--- src/rtl/wb_write_buffer_if.sv ---
// Bus bundle for the write-back buffer: cache-side (up_*) and memory-side (mem_*) signals.
// slave is the buffer's view, master is the view of whatever drives the cache/memory side.
interface wb_write_buffer_if #(
  parameter int unsigned LINE_ADDR_LEN = 3,
  parameter int unsigned ADDR_LEN      = 9
);
  localparam int unsigned LW = 32 << LINE_ADDR_LEN;

  logic [ADDR_LEN-1:0] up_addr;
  logic                up_rd_req;
  logic                up_wr_req;
  logic [LW-1:0]       up_wr_line;
  logic [LW-1:0]       up_rd_line;
  logic                up_gnt;

  logic [ADDR_LEN-1:0] mem_addr;
  logic                mem_rd_req;
  logic                mem_wr_req;
  logic [LW-1:0]       mem_wr_line;
  logic [LW-1:0]       mem_rd_line;
  logic                mem_gnt;

  modport slave (
    input  up_addr, up_rd_req, up_wr_req, up_wr_line, mem_rd_line, mem_gnt,
    output up_rd_line, up_gnt, mem_addr, mem_rd_req, mem_wr_req, mem_wr_line
  );

  modport master (
    output up_addr, up_rd_req, up_wr_req, up_wr_line, mem_rd_line, mem_gnt,
    input  up_rd_line, up_gnt, mem_addr, mem_rd_req, mem_wr_req, mem_wr_line
  );
endinterface

--- src/rtl/wb_write_buffer.sv ---
// Line-granular write-back buffer between the cache memory port and main memory.
// Swap-outs are queued, read hits are forwarded from the queue, read misses bypass queued
// writes, and queued lines drain to memory in FIFO order when memory is idle.
// Optional macro WB_COALESCE_EN: a write to an already-queued line (other than the line
// currently being drained) overwrites that entry in place instead of allocating a slot.
module wb_write_buffer #(
  parameter int unsigned LINE_ADDR_LEN = 3,
  parameter int unsigned ADDR_LEN      = 9,
  parameter int unsigned DEPTH         = 4
) (
  input logic              clk,
  input logic              rst,
  wb_write_buffer_if.slave bus
);
  localparam int unsigned LW   = 32 << LINE_ADDR_LEN;
  localparam int unsigned PtrW = $clog2(DEPTH);
  localparam int unsigned CntW = $clog2(DEPTH + 1);
  localparam logic [CntW-1:0] CntFull = CntW'(DEPTH);

  typedef enum logic [1:0] {StIdle, StRd, StResp, StWr} state_e;

  state_e state_q, state_d;

  logic [ADDR_LEN-1:0] addr_q [DEPTH];
  logic [LW-1:0]       line_q [DEPTH];
  logic [DEPTH-1:0]    vld_q;
  logic [PtrW-1:0]     head_q, tail_q;
  logic [CntW-1:0]     count_q;

  logic                up_gnt_q, up_gnt_d;
  logic [LW-1:0]       up_rd_line_q, up_rd_line_d;
  logic                mem_rd_req_q, mem_rd_req_d;
  logic                mem_wr_req_q, mem_wr_req_d;
  logic [ADDR_LEN-1:0] mem_addr_q, mem_addr_d;
  logic [LW-1:0]       mem_wr_line_q, mem_wr_line_d;

  logic            full, empty;
  logic            wr_sample, rd_sample;
  logic            rd_done, deq, enq, wr_accept, coalesce;
  logic            rd_miss_go, rd_hit_serve;
  logic            rd_hit;
  logic [LW-1:0]   rd_hit_line;
  logic [PtrW-1:0] rd_idx;

  assign full  = (count_q == CntFull);
  assign empty = (count_q == '0);

  // A request is only looked at while no grant is outstanding; write wins over read.
  assign wr_sample = bus.up_wr_req && !up_gnt_q;
  assign rd_sample = bus.up_rd_req && !bus.up_wr_req && !up_gnt_q;

  assign rd_done      = (state_q == StRd) && bus.mem_gnt;
  assign deq          = (state_q == StWr) && bus.mem_gnt;
  assign rd_miss_go   = (state_q == StIdle) && rd_sample && !rd_hit;
  assign rd_hit_serve = rd_sample && rd_hit && ((state_q == StIdle) || (state_q == StWr));

  // A slot freed by a drain completing this cycle can be reused on the same edge.
  // A read completing in RD owns the grant slot this cycle, so a write retries.
  assign wr_accept = wr_sample && !rd_done && (coalesce || !full || deq);
  assign enq       = wr_accept && !coalesce;

  // Read lookup: scan oldest to youngest so the youngest matching entry wins.
  always_comb begin
    rd_hit      = 1'b0;
    rd_hit_line = '0;
    rd_idx      = head_q;
    for (int unsigned i = 0; i < DEPTH; i++) begin
      rd_idx = head_q + PtrW'(i);
      if (vld_q[rd_idx] && (addr_q[rd_idx] == bus.up_addr)) begin
        rd_hit      = 1'b1;
        rd_hit_line = line_q[rd_idx];
      end
    end
  end

`ifdef WB_COALESCE_EN
  logic            launch_wr, head_locked, wr_match;
  logic [PtrW-1:0] wr_idx, wr_match_idx;

  // Head is locked once its line is (or is about to be) latched into mem_wr_line.
  assign launch_wr   = (state_q == StIdle) && !rd_miss_go && !empty;
  assign head_locked = (state_q == StWr) || launch_wr;

  // Write lookup: youngest matching entry that is not the locked head.
  always_comb begin
    wr_match     = 1'b0;
    wr_match_idx = '0;
    wr_idx       = head_q;
    for (int unsigned i = 0; i < DEPTH; i++) begin
      wr_idx = head_q + PtrW'(i);
      if (vld_q[wr_idx] && (addr_q[wr_idx] == bus.up_addr) && !(head_locked && (i == 0))) begin
        wr_match     = 1'b1;
        wr_match_idx = wr_idx;
      end
    end
  end

  assign coalesce = wr_sample && wr_match;
`else
  assign coalesce = 1'b0;
`endif

  // Next state and memory-side request registers.
  always_comb begin
    state_d       = state_q;
    mem_rd_req_d  = mem_rd_req_q;
    mem_wr_req_d  = mem_wr_req_q;
    mem_addr_d    = mem_addr_q;
    mem_wr_line_d = mem_wr_line_q;
    unique case (state_q)
      StIdle: begin
        if (rd_miss_go) begin
          state_d       = StRd;
          mem_rd_req_d  = 1'b1;
          mem_addr_d    = bus.up_addr;
          mem_wr_line_d = '0;
        end else if (!empty) begin
          state_d       = StWr;
          mem_wr_req_d  = 1'b1;
          mem_addr_d    = addr_q[head_q];
          mem_wr_line_d = line_q[head_q];
        end
      end
      StRd: begin
        if (bus.mem_gnt) begin
          state_d      = StResp;
          mem_rd_req_d = 1'b0;
          mem_addr_d   = '0;
        end
      end
      StResp: state_d = StIdle;
      StWr: begin
        if (bus.mem_gnt) begin
          state_d       = StIdle;
          mem_wr_req_d  = 1'b0;
          mem_addr_d    = '0;
          mem_wr_line_d = '0;
        end
      end
      default: state_d = StIdle;
    endcase
  end

  // Upstream grant and read data; the grant of a memory read lands in RESP.
  always_comb begin
    up_gnt_d     = wr_accept || rd_hit_serve || rd_done;
    up_rd_line_d = up_rd_line_q;
    if (rd_done) begin
      up_rd_line_d = bus.mem_rd_line;
    end else if (rd_hit_serve) begin
      up_rd_line_d = rd_hit_line;
    end
  end

  // Control state, queue bookkeeping and registered outputs.
  always_ff @(posedge clk) begin
    if (rst) begin
      state_q       <= StIdle;
      vld_q         <= '0;
      head_q        <= '0;
      tail_q        <= '0;
      count_q       <= '0;
      up_gnt_q      <= 1'b0;
      up_rd_line_q  <= '0;
      mem_rd_req_q  <= 1'b0;
      mem_wr_req_q  <= 1'b0;
      mem_addr_q    <= '0;
      mem_wr_line_q <= '0;
    end else begin
      state_q       <= state_d;
      up_gnt_q      <= up_gnt_d;
      up_rd_line_q  <= up_rd_line_d;
      mem_rd_req_q  <= mem_rd_req_d;
      mem_wr_req_q  <= mem_wr_req_d;
      mem_addr_q    <= mem_addr_d;
      mem_wr_line_q <= mem_wr_line_d;
      // Clear before set: when full, enqueue reuses the slot being dequeued.
      if (deq) begin
        vld_q[head_q] <= 1'b0;
        head_q        <= head_q + 1'b1;
      end
      if (enq) begin
        vld_q[tail_q] <= 1'b1;
        tail_q        <= tail_q + 1'b1;
      end
      if (enq && !deq) begin
        count_q <= count_q + 1'b1;
      end else if (deq && !enq) begin
        count_q <= count_q - 1'b1;
      end
    end
  end

  // Entry payload; validity is tracked in vld_q so no reset is needed here.
  always_ff @(posedge clk) begin
    if (enq) begin
      addr_q[tail_q] <= bus.up_addr;
      line_q[tail_q] <= bus.up_wr_line;
    end
`ifdef WB_COALESCE_EN
    else if (wr_accept && coalesce) begin
      line_q[wr_match_idx] <= bus.up_wr_line;
    end
`endif
  end

  assign bus.up_gnt      = up_gnt_q;
  assign bus.up_rd_line  = up_rd_line_q;
  assign bus.mem_rd_req  = mem_rd_req_q;
  assign bus.mem_wr_req  = mem_wr_req_q;
  assign bus.mem_addr    = mem_addr_q;
  assign bus.mem_wr_line = mem_wr_line_q;
endmodule

--- src/flat_wrapper.sv ---
// flat-port wrapper written by rule: the top's interface ports become plain ports
module wb_write_buffer_flat 
#(
  parameter int unsigned LINE_ADDR_LEN = 3,
  parameter int unsigned ADDR_LEN      = 9,
  parameter int unsigned DEPTH         = 4
)
  (clk, rst, bus_up_addr, bus_up_rd_req, bus_up_wr_req, bus_up_wr_line, bus_mem_rd_line, bus_mem_gnt, bus_up_rd_line, bus_up_gnt, bus_mem_addr, bus_mem_rd_req, bus_mem_wr_req, bus_mem_wr_line);
  wb_write_buffer_if #(.LINE_ADDR_LEN(LINE_ADDR_LEN), .ADDR_LEN(ADDR_LEN)) bus_i ();
  input logic clk;
  input logic rst;
  input wire logic [$bits(bus_i.up_addr)-1:0] bus_up_addr;
  input wire logic [$bits(bus_i.up_rd_req)-1:0] bus_up_rd_req;
  input wire logic [$bits(bus_i.up_wr_req)-1:0] bus_up_wr_req;
  input wire logic [$bits(bus_i.up_wr_line)-1:0] bus_up_wr_line;
  input wire logic [$bits(bus_i.mem_rd_line)-1:0] bus_mem_rd_line;
  input wire logic [$bits(bus_i.mem_gnt)-1:0] bus_mem_gnt;
  output wire logic [$bits(bus_i.up_rd_line)-1:0] bus_up_rd_line;
  output wire logic [$bits(bus_i.up_gnt)-1:0] bus_up_gnt;
  output wire logic [$bits(bus_i.mem_addr)-1:0] bus_mem_addr;
  output wire logic [$bits(bus_i.mem_rd_req)-1:0] bus_mem_rd_req;
  output wire logic [$bits(bus_i.mem_wr_req)-1:0] bus_mem_wr_req;
  output wire logic [$bits(bus_i.mem_wr_line)-1:0] bus_mem_wr_line;
  assign bus_i.up_addr = bus_up_addr;
  assign bus_i.up_rd_req = bus_up_rd_req;
  assign bus_i.up_wr_req = bus_up_wr_req;
  assign bus_i.up_wr_line = bus_up_wr_line;
  assign bus_i.mem_rd_line = bus_mem_rd_line;
  assign bus_i.mem_gnt = bus_mem_gnt;
  assign bus_up_rd_line = bus_i.up_rd_line;
  assign bus_up_gnt = bus_i.up_gnt;
  assign bus_mem_addr = bus_i.mem_addr;
  assign bus_mem_rd_req = bus_i.mem_rd_req;
  assign bus_mem_wr_req = bus_i.mem_wr_req;
  assign bus_mem_wr_line = bus_i.mem_wr_line;
  wb_write_buffer #(.LINE_ADDR_LEN(LINE_ADDR_LEN), .ADDR_LEN(ADDR_LEN), .DEPTH(DEPTH)) u_core (.clk(clk), .rst(rst), .bus(bus_i));
endmodule
--- config.mk ---
export PLATFORM = sky130hd
export DESIGN_NAME = wb_write_buffer_flat
export DESIGN_NICKNAME = d
export VERILOG_FILES = /design/src/rtl/wb_write_buffer_if.sv /design/src/rtl/wb_write_buffer.sv /design/src/flat_wrapper.sv
export SDC_FILE = /design/constraint.sdc
export NUM_CORES = 2
export LEC_CHECK = 0
export ABC_AREA = 1
export CORE_MARGIN = 2
export CORE_UTILIZATION = 30
export DETAILED_ROUTE_END_ITERATION = 7
export SYNTH_ARGS = -nofsm -noshare
export SYNTH_HDL_FRONTEND = slang
export SYNTH_SLANG_ARGS = --single-unit
--- constraint.sdc ---
create_clock -name clk -period 9.6 [get_ports clk]
set_clock_uncertainty 0.1 [all_clocks]
set_input_delay 0.96 -clock clk [delete_from_list [all_inputs] [get_ports clk]]
set_output_delay 0.96 -clock clk [all_outputs]
set_load 0.005 [all_outputs]
After elaboration in Yosys (flattened, before gate mapping). Memory sizes are Yosys's and may differ from the RTL's. A register that Yosys moved wholly into a read port is not among the register bits. Cells that the tools add are included. W data, S select, Z words.

$add $sub $neg: 6. Multipliers: 0. Div/mod/pow operators: 0. $lt $le $gt $ge: 7. Equality and inequality tests: 15. Shift operators: 0. Muxes and demuxes: 52. Bitwise logic cells: 3. Reductions and logical operators: 43.

Operator list (count): $mux W256 (9); $pmux W256 S2 (1); $eq A9 B9 Y1 (4); $mux W9 (3); $logic_and A1 B1 Y1 (19); $pmux W9 S2 (1); $mux W1 (16); $mux W2 (8); $lt A2 B3 Y1 const B (5); $mux W4 (3); $reduce_and A3 Y1 (4); $reduce_bool A2 Y1 (5); $bmux W1 S2 (4); $ne A2 B2 Y1 const B (4); $pmux W2 S4 (1); $logic_not A1 Y1 (7); $mux W3 (2); $add A2 B1 Y2 const B (2); $add A2 B2 Y2 const B (2); $and A4 B4 Y4 (1); $demux W1 S2 (2); $eq A2 B2 Y1 const B (2); $ge A2 B1 Y1 const B (2); $logic_or A1 B1 Y1 (4); 13 further kinds (15).

Register bits after elaboration: 537. Latch bits: 0. Memory bits (writable): 1060. Bits in read-only memories: 0. Input bits: 526. Output and inout bits: 524. Word-level logic and storage cells: 139. Memories: 2.

Memories: u_core.line_q (depth 4, bits a word 256, rd ports 4, clocked after memory_dff 1, wr ports 1, RTL line wb_write_buffer.sv:25) `logic [LW-1:0] line_q [DEPTH];`; u_core.addr_q (depth 4, bits a word 9, rd ports 4, clocked after memory_dff 1, wr ports 1, RTL line wb_write_buffer.sv:24) `logic [ADDR_LEN-1:0] addr_q [DEPTH];`.

Longest topological paths before layout.
Depth in word-level cells: 11. Depth in mapped cells: 22. Mapped depth without buffers: 18.

Worst setup path after synthesis. Ideal clock, no wire load.

Path kind: input to register. From: input port bus_mem_gnt. To: memory u_core.addr_q[0][0], enable pin. Setup time: 617 ps. Data arrival time: 6857 ps. Data required time: 8883 ps. Slack: 2026 ps. Stages on the path: 7. Buffers on the path: 0. Cell sequence: nand2_1 > inv_1 > nor3_1 > nand2_1 > inv_1 > nand2_1 > inv_1.

Word-level cells in the longest chain between the ends: 6. Elaborated cells between the ends (all ways): 8. Those cells by class: mux: 2; reduce/logical: 6.

Ends and longest elaborated chain: start: declaration (RTL line flat_wrapper.sv:17) `input wire logic [$bits(bus_i.mem_gnt)-1:0] bus_mem_gnt;`; $logic_and A1 B1 Y1 (RTL line wb_write_buffer.sv:52) `assign rd_done = (state_q == StRd) && bus.mem_gnt;`; $logic_not A1 Y1 (RTL line wb_write_buffer.sv:59) `assign wr_accept = wr_sample && !rd_done && (coalesce || !full || deq);`; $logic_and A1 B1 Y1 (RTL line wb_write_buffer.sv:59); $logic_and A1 B1 Y1 (*) (RTL line wb_write_buffer.sv:59); named net u_core.enq (RTL line wb_write_buffer.sv:39) `logic rd_done, deq, enq, wr_accept, coalesce;`; $mux W1 (*) (RTL line wb_write_buffer.sv:196) `if (enq) begin`; $mux W1 (not written as such) (*) (RTL line wb_write_buffer.sv:197) `addr_q[tail_q] <= bus.up_addr;`; end: declaration (RTL line wb_write_buffer.sv:24).

Mark *: on every way through the listed nets, which the timed path passes. The rest lies on a longest branch.

Final worst setup path.
From: register u_core.head_q[0]. To: register u_core.up_rd_line_q[113] (netlist: u_core.bus.up_rd_line[113]).

Word-level cells in the longest chain between the ends: 10. Elaborated cells between the ends (all ways): 33. Those cells by class: add/sub: 3; eq/ne: 3; mux: 18; reduce/logical: 7; memory: 2.

Ends and longest elaborated chain: start: declaration (RTL line wb_write_buffer.sv:27) `logic [PtrW-1:0] head_q, tail_q;`; start signal: assignment (RTL line wb_write_buffer.sv:180) `head_q <= head_q + 1'b1;`; $add A2 B1 Y2 or $bmux W1 S2 (tied branches) (RTL line wb_write_buffer.sv:68, wb_write_buffer.sv:69); $mem_v2 Z4 W9, or another cell as far along; $eq A9 B9 Y1, or another cell as far along (RTL line wb_write_buffer.sv:69) `if (vld_q[rd_idx] && (addr_q[rd_idx] == bus.up_addr)) begin`; $logic_and A1 B1 Y1 or $mux W1 (tied branches) (RTL line wb_write_buffer.sv:69); $mux W1 (3 in series) (RTL line wb_write_buffer.sv:69); $logic_and A1 B1 Y1 (2 in series) (RTL line wb_write_buffer.sv:55) `assign rd_hit_serve = rd_sample && rd_hit && ((state_q == StIdle) || (state_q == StWr));`; $reduce_bool A2 Y1 (no line); end signal: assignment (RTL line wb_write_buffer.sv:172) `up_rd_line_q <= up_rd_line_d;`; end: declaration (RTL line wb_write_buffer.sv:31) `logic [LW-1:0] up_rd_line_q, up_rd_line_d;`.

Several ways; a longest one is shown, not always the timed one. The select of a mux whose other input is x is not followed. A chain may end at the register's enable or synchronous reset.

==> impl_metrics.toml <==
[run_status]
status = "finished, violations left"
failed_checks = "design-rule violations"

[clock_network]
cts_setup_buffers = 0
root_buffer = "clkbuf_16"
cts_resized = 0
tritoncts = "done"
clk_latency_ns = 0.84
cts_max_path_buffers = 4
h-tree-depth = 4
hold_buffers = 0
cts_sinks = 1599
cts_made_buffers = 193
cts.clk_slew.worst_paths_ns = 0.06

[finish]
finalNonFillerCells = 18840
fin_nets = 14830
drive_above_1_share_pct = 4.885
fill_cells = 33840
syn_to_final_growth_pct = 19.63
fin_area_um2 = 117300

[synth]
synth_area_leader_cell = "edfxtp_1"
synth_area_um2 = 98080
synth_warnings = 0
ys_seq_area_share_pct = 43.46
synth_most_common_cell = "nand2_1"
postSynthAreaPerCell_um2 = 7.012
synth_edf_count = 1060
synth_ff_type = "edfxtp_1"
ys_async_sr_fraction_pct = 0
synth_area_leaders = "edfxtp_1 (32%), nand2_1 (15%), dfxtp_1 (11%), a21oi_1 (11%), o21ai_0 (7.9%)"
synth_top_area_share_pct = 32.45
synth_commonest_cells = "nand2_1 (3858), a21oi_1 (2088), inv_1 (1864)"
ys_types = 30
ys_ff_latch = 1599
synthCells = 13990
syn_nets = 14530

[route]
drt_wl_total_mm = 387.7
wl_per_cell_um = 20.57
vias = 94810
dr.pass1.iters = 8
vias_per_cell = 5.031
dr.first_iter.drc_count = 9623
antenna_left = 0
drc = 1

[setup_path]
cp_data_arrival_time_ns = 7.07
crit_required_ns = 10.19
endpoint_kind = "flop"
worstSetupPathType = "flop to flop"
cp-start-kind = "flop"
cp_max_fo = 158

[place]
port_buffers = 1049
pre_cts_ws_ns = 3.192
placed_cell_area_um2 = 110900
dp.cells = 18420
gp_congestion = 0.8549
detailed_place_hpwl_mm = 236.4

[floorplanning]
rows = 209
initial_utilization_pct = 30.20
num_io_pins = 1050
fp.dieArea_um2 = 331500
core_um2 = 324800
dieWidth_um = 575.8
fp.dieH_um = 575.8

[sta]
tightest_slew_ns = 1.251
fin_setup_tns_ns = 0
fmax_ghz = 0.1542
hold_viol_final = 0
fin_crit_sh_pct = 67.55
finalSetupViolations = 0
slew_violations = 0
worst_slack_ns = 3.116
slew_headroom_pct = 16.61
fin_crit_ns = 6.484
rsz0062_at_grt = "false"

[global_route]
grt_antenna_before_repair = 92
grt_max_degree = 302
grt_pass1_vias = 87380
grtUsageTotal_pct = 22.19
gr-total-overflow = 0
grt_pass1_wl_mm = 564.0

[min_path]
min-delay-path-class = "flop to flop"

[pwr]
p_leak_nw = 49.63
vdd_drop_max_mv = 0.3152
power_density_nw_per_um2 = 230.6

[job]
drv_cap = 0
## cell usage in the layout (no fill, tap or decap), types with 10 or more instances in the layout
cell type / instances
inv_8: 10
edfxtp_1: 1060
nand2_1: 3857
bufinv_16: 15
inv_1: 1857
nand3_1: 136
dfxtp_1: 535
buf_12: 22
clkinv_2: 39
a22oi_1: 255
clkbuf_16: 195
o21ai_0: 1550
a21oi_1: 2088
nand4_1: 11
buf_4: 105
clkbuf_8: 22
ha_1: 11
nor2_1: 762
clkdlybuf4s50_1: 1049
or2_2: 256
nand3b_1: 491
clkinv_1: 20
diode_2: 67
clkbuf_1: 45
## flip-flops by register name, summed over array words and instances, names as in the netlist, named ones only
name                    count
u_core.tail_q               2
u_core.addr_q              36
u_core.count_q              3
u_core.state_q              2
u_core.bus.mem_rd_req       1
u_core.bus.mem_addr         9
u_core.head_q               2
u_core.vld_q                4
u_core.bus.up_gnt           1
u_core.bus.mem_wr_line    256
u_core.line_q            1024
u_core.bus.up_rd_line     256
u_core.bus.mem_wr_req       1
## cells by family (layout without fill, tap and decap cells)
family                     count (synthesis)  count (layout)  synth area share, %
DFF                                     1599            1599                43.46
and+or+nand+nor                         5528            5528                23.94
muxes                                      1               1              0.01021
adders and majority gates                 13              13               0.1735
buffers and inverters                   2938            3403                11.80
other                                      0              67                    0
xor gates and xnor gates                   6               6              0.05358
AOI/OAI and AO/OA                       3902            3902                20.56
## cell type report
cell class	count	area [um^2]	area share (%)
Antenna cell	67	167.7	0.1429
Tap cell	4325	5411	4.612
Inverter	1871	7117	6.066
Clock buffer	262	5351	4.561
Sequential cell	1599	42640	36.34
Multi-Input combinational cell	9450	43960	37.47
Clock inverter	94	954.7	0.8137
Timing Repair Buffer	1176	11730	9.996
## worst paths after layout
check                                                   startpoint                                      end  slack [ns]  depth (start not counted)
worst max-delay path                 u_core.head_q[0]$_SDFFE_PP0P_  u_core.bus.up_rd_line[113]$_SDFFE_PP0P_        3.12                         18
worst min-delay path            u_core.bus.mem_rd_req$_SDFFE_PP0P_       u_core.bus.mem_rd_req$_SDFFE_PP0P_        0.36                          2
worst max register to register       u_core.head_q[0]$_SDFFE_PP0P_  u_core.bus.up_rd_line[113]$_SDFFE_PP0P_        3.12                         18
worst min register to register  u_core.bus.mem_rd_req$_SDFFE_PP0P_       u_core.bus.mem_rd_req$_SDFFE_PP0P_        0.36                          2
## critical path, cell delays in order (launching register included)
cell,delay [ns]
dfxtp_4,0.83
inv_4,0.39
ha_4,0.85
inv_8,0.40
nand3_1,0.23
nand2_1,0.07
nand2_1,0.05
nand2_1,0.07
nor2_1,0.11
nand3_1,0.13
nor2_4,0.17
buf_12,0.63
buf_4,0.90
buf_4,0.76
a21oi_1,0.08
nand2_1,0.12
nand2_1,0.08
nand2_1,0.07
a21oi_1,0.05
## stage by stage
stage                     hold WS [ns]  power [mW]  utilization (%)
after CTS                       0.3599       27.21            36.07
after floorplan                 0.3433       15.56                -
after detailed placement        0.3510       19.64            34.13
after global placement          0.3475       19.60            34.13
final                           0.3647       27.05            36.13
after global routing            0.3918       28.70            36.11
## power by group
part / leakage (nW) / switching (mW) / internal (mW)
logic: 32.4 / 6.47 / 3.67
registers: 14.1 / 0.698 / 8.75
clock network: 3.11 / 3.15 / 4.32
## per-layer routing
metal,GRT usage [%],vias up,part of all wire [%]
li1,-,45990,-
met1,28.29,43980,42
met2,36.50,4053,46
met3,4.005,744,8.0
met4,10.03,46,4.0
met5,0,-,0.074
No activity file was read; power rests on OpenSTA's default activity.
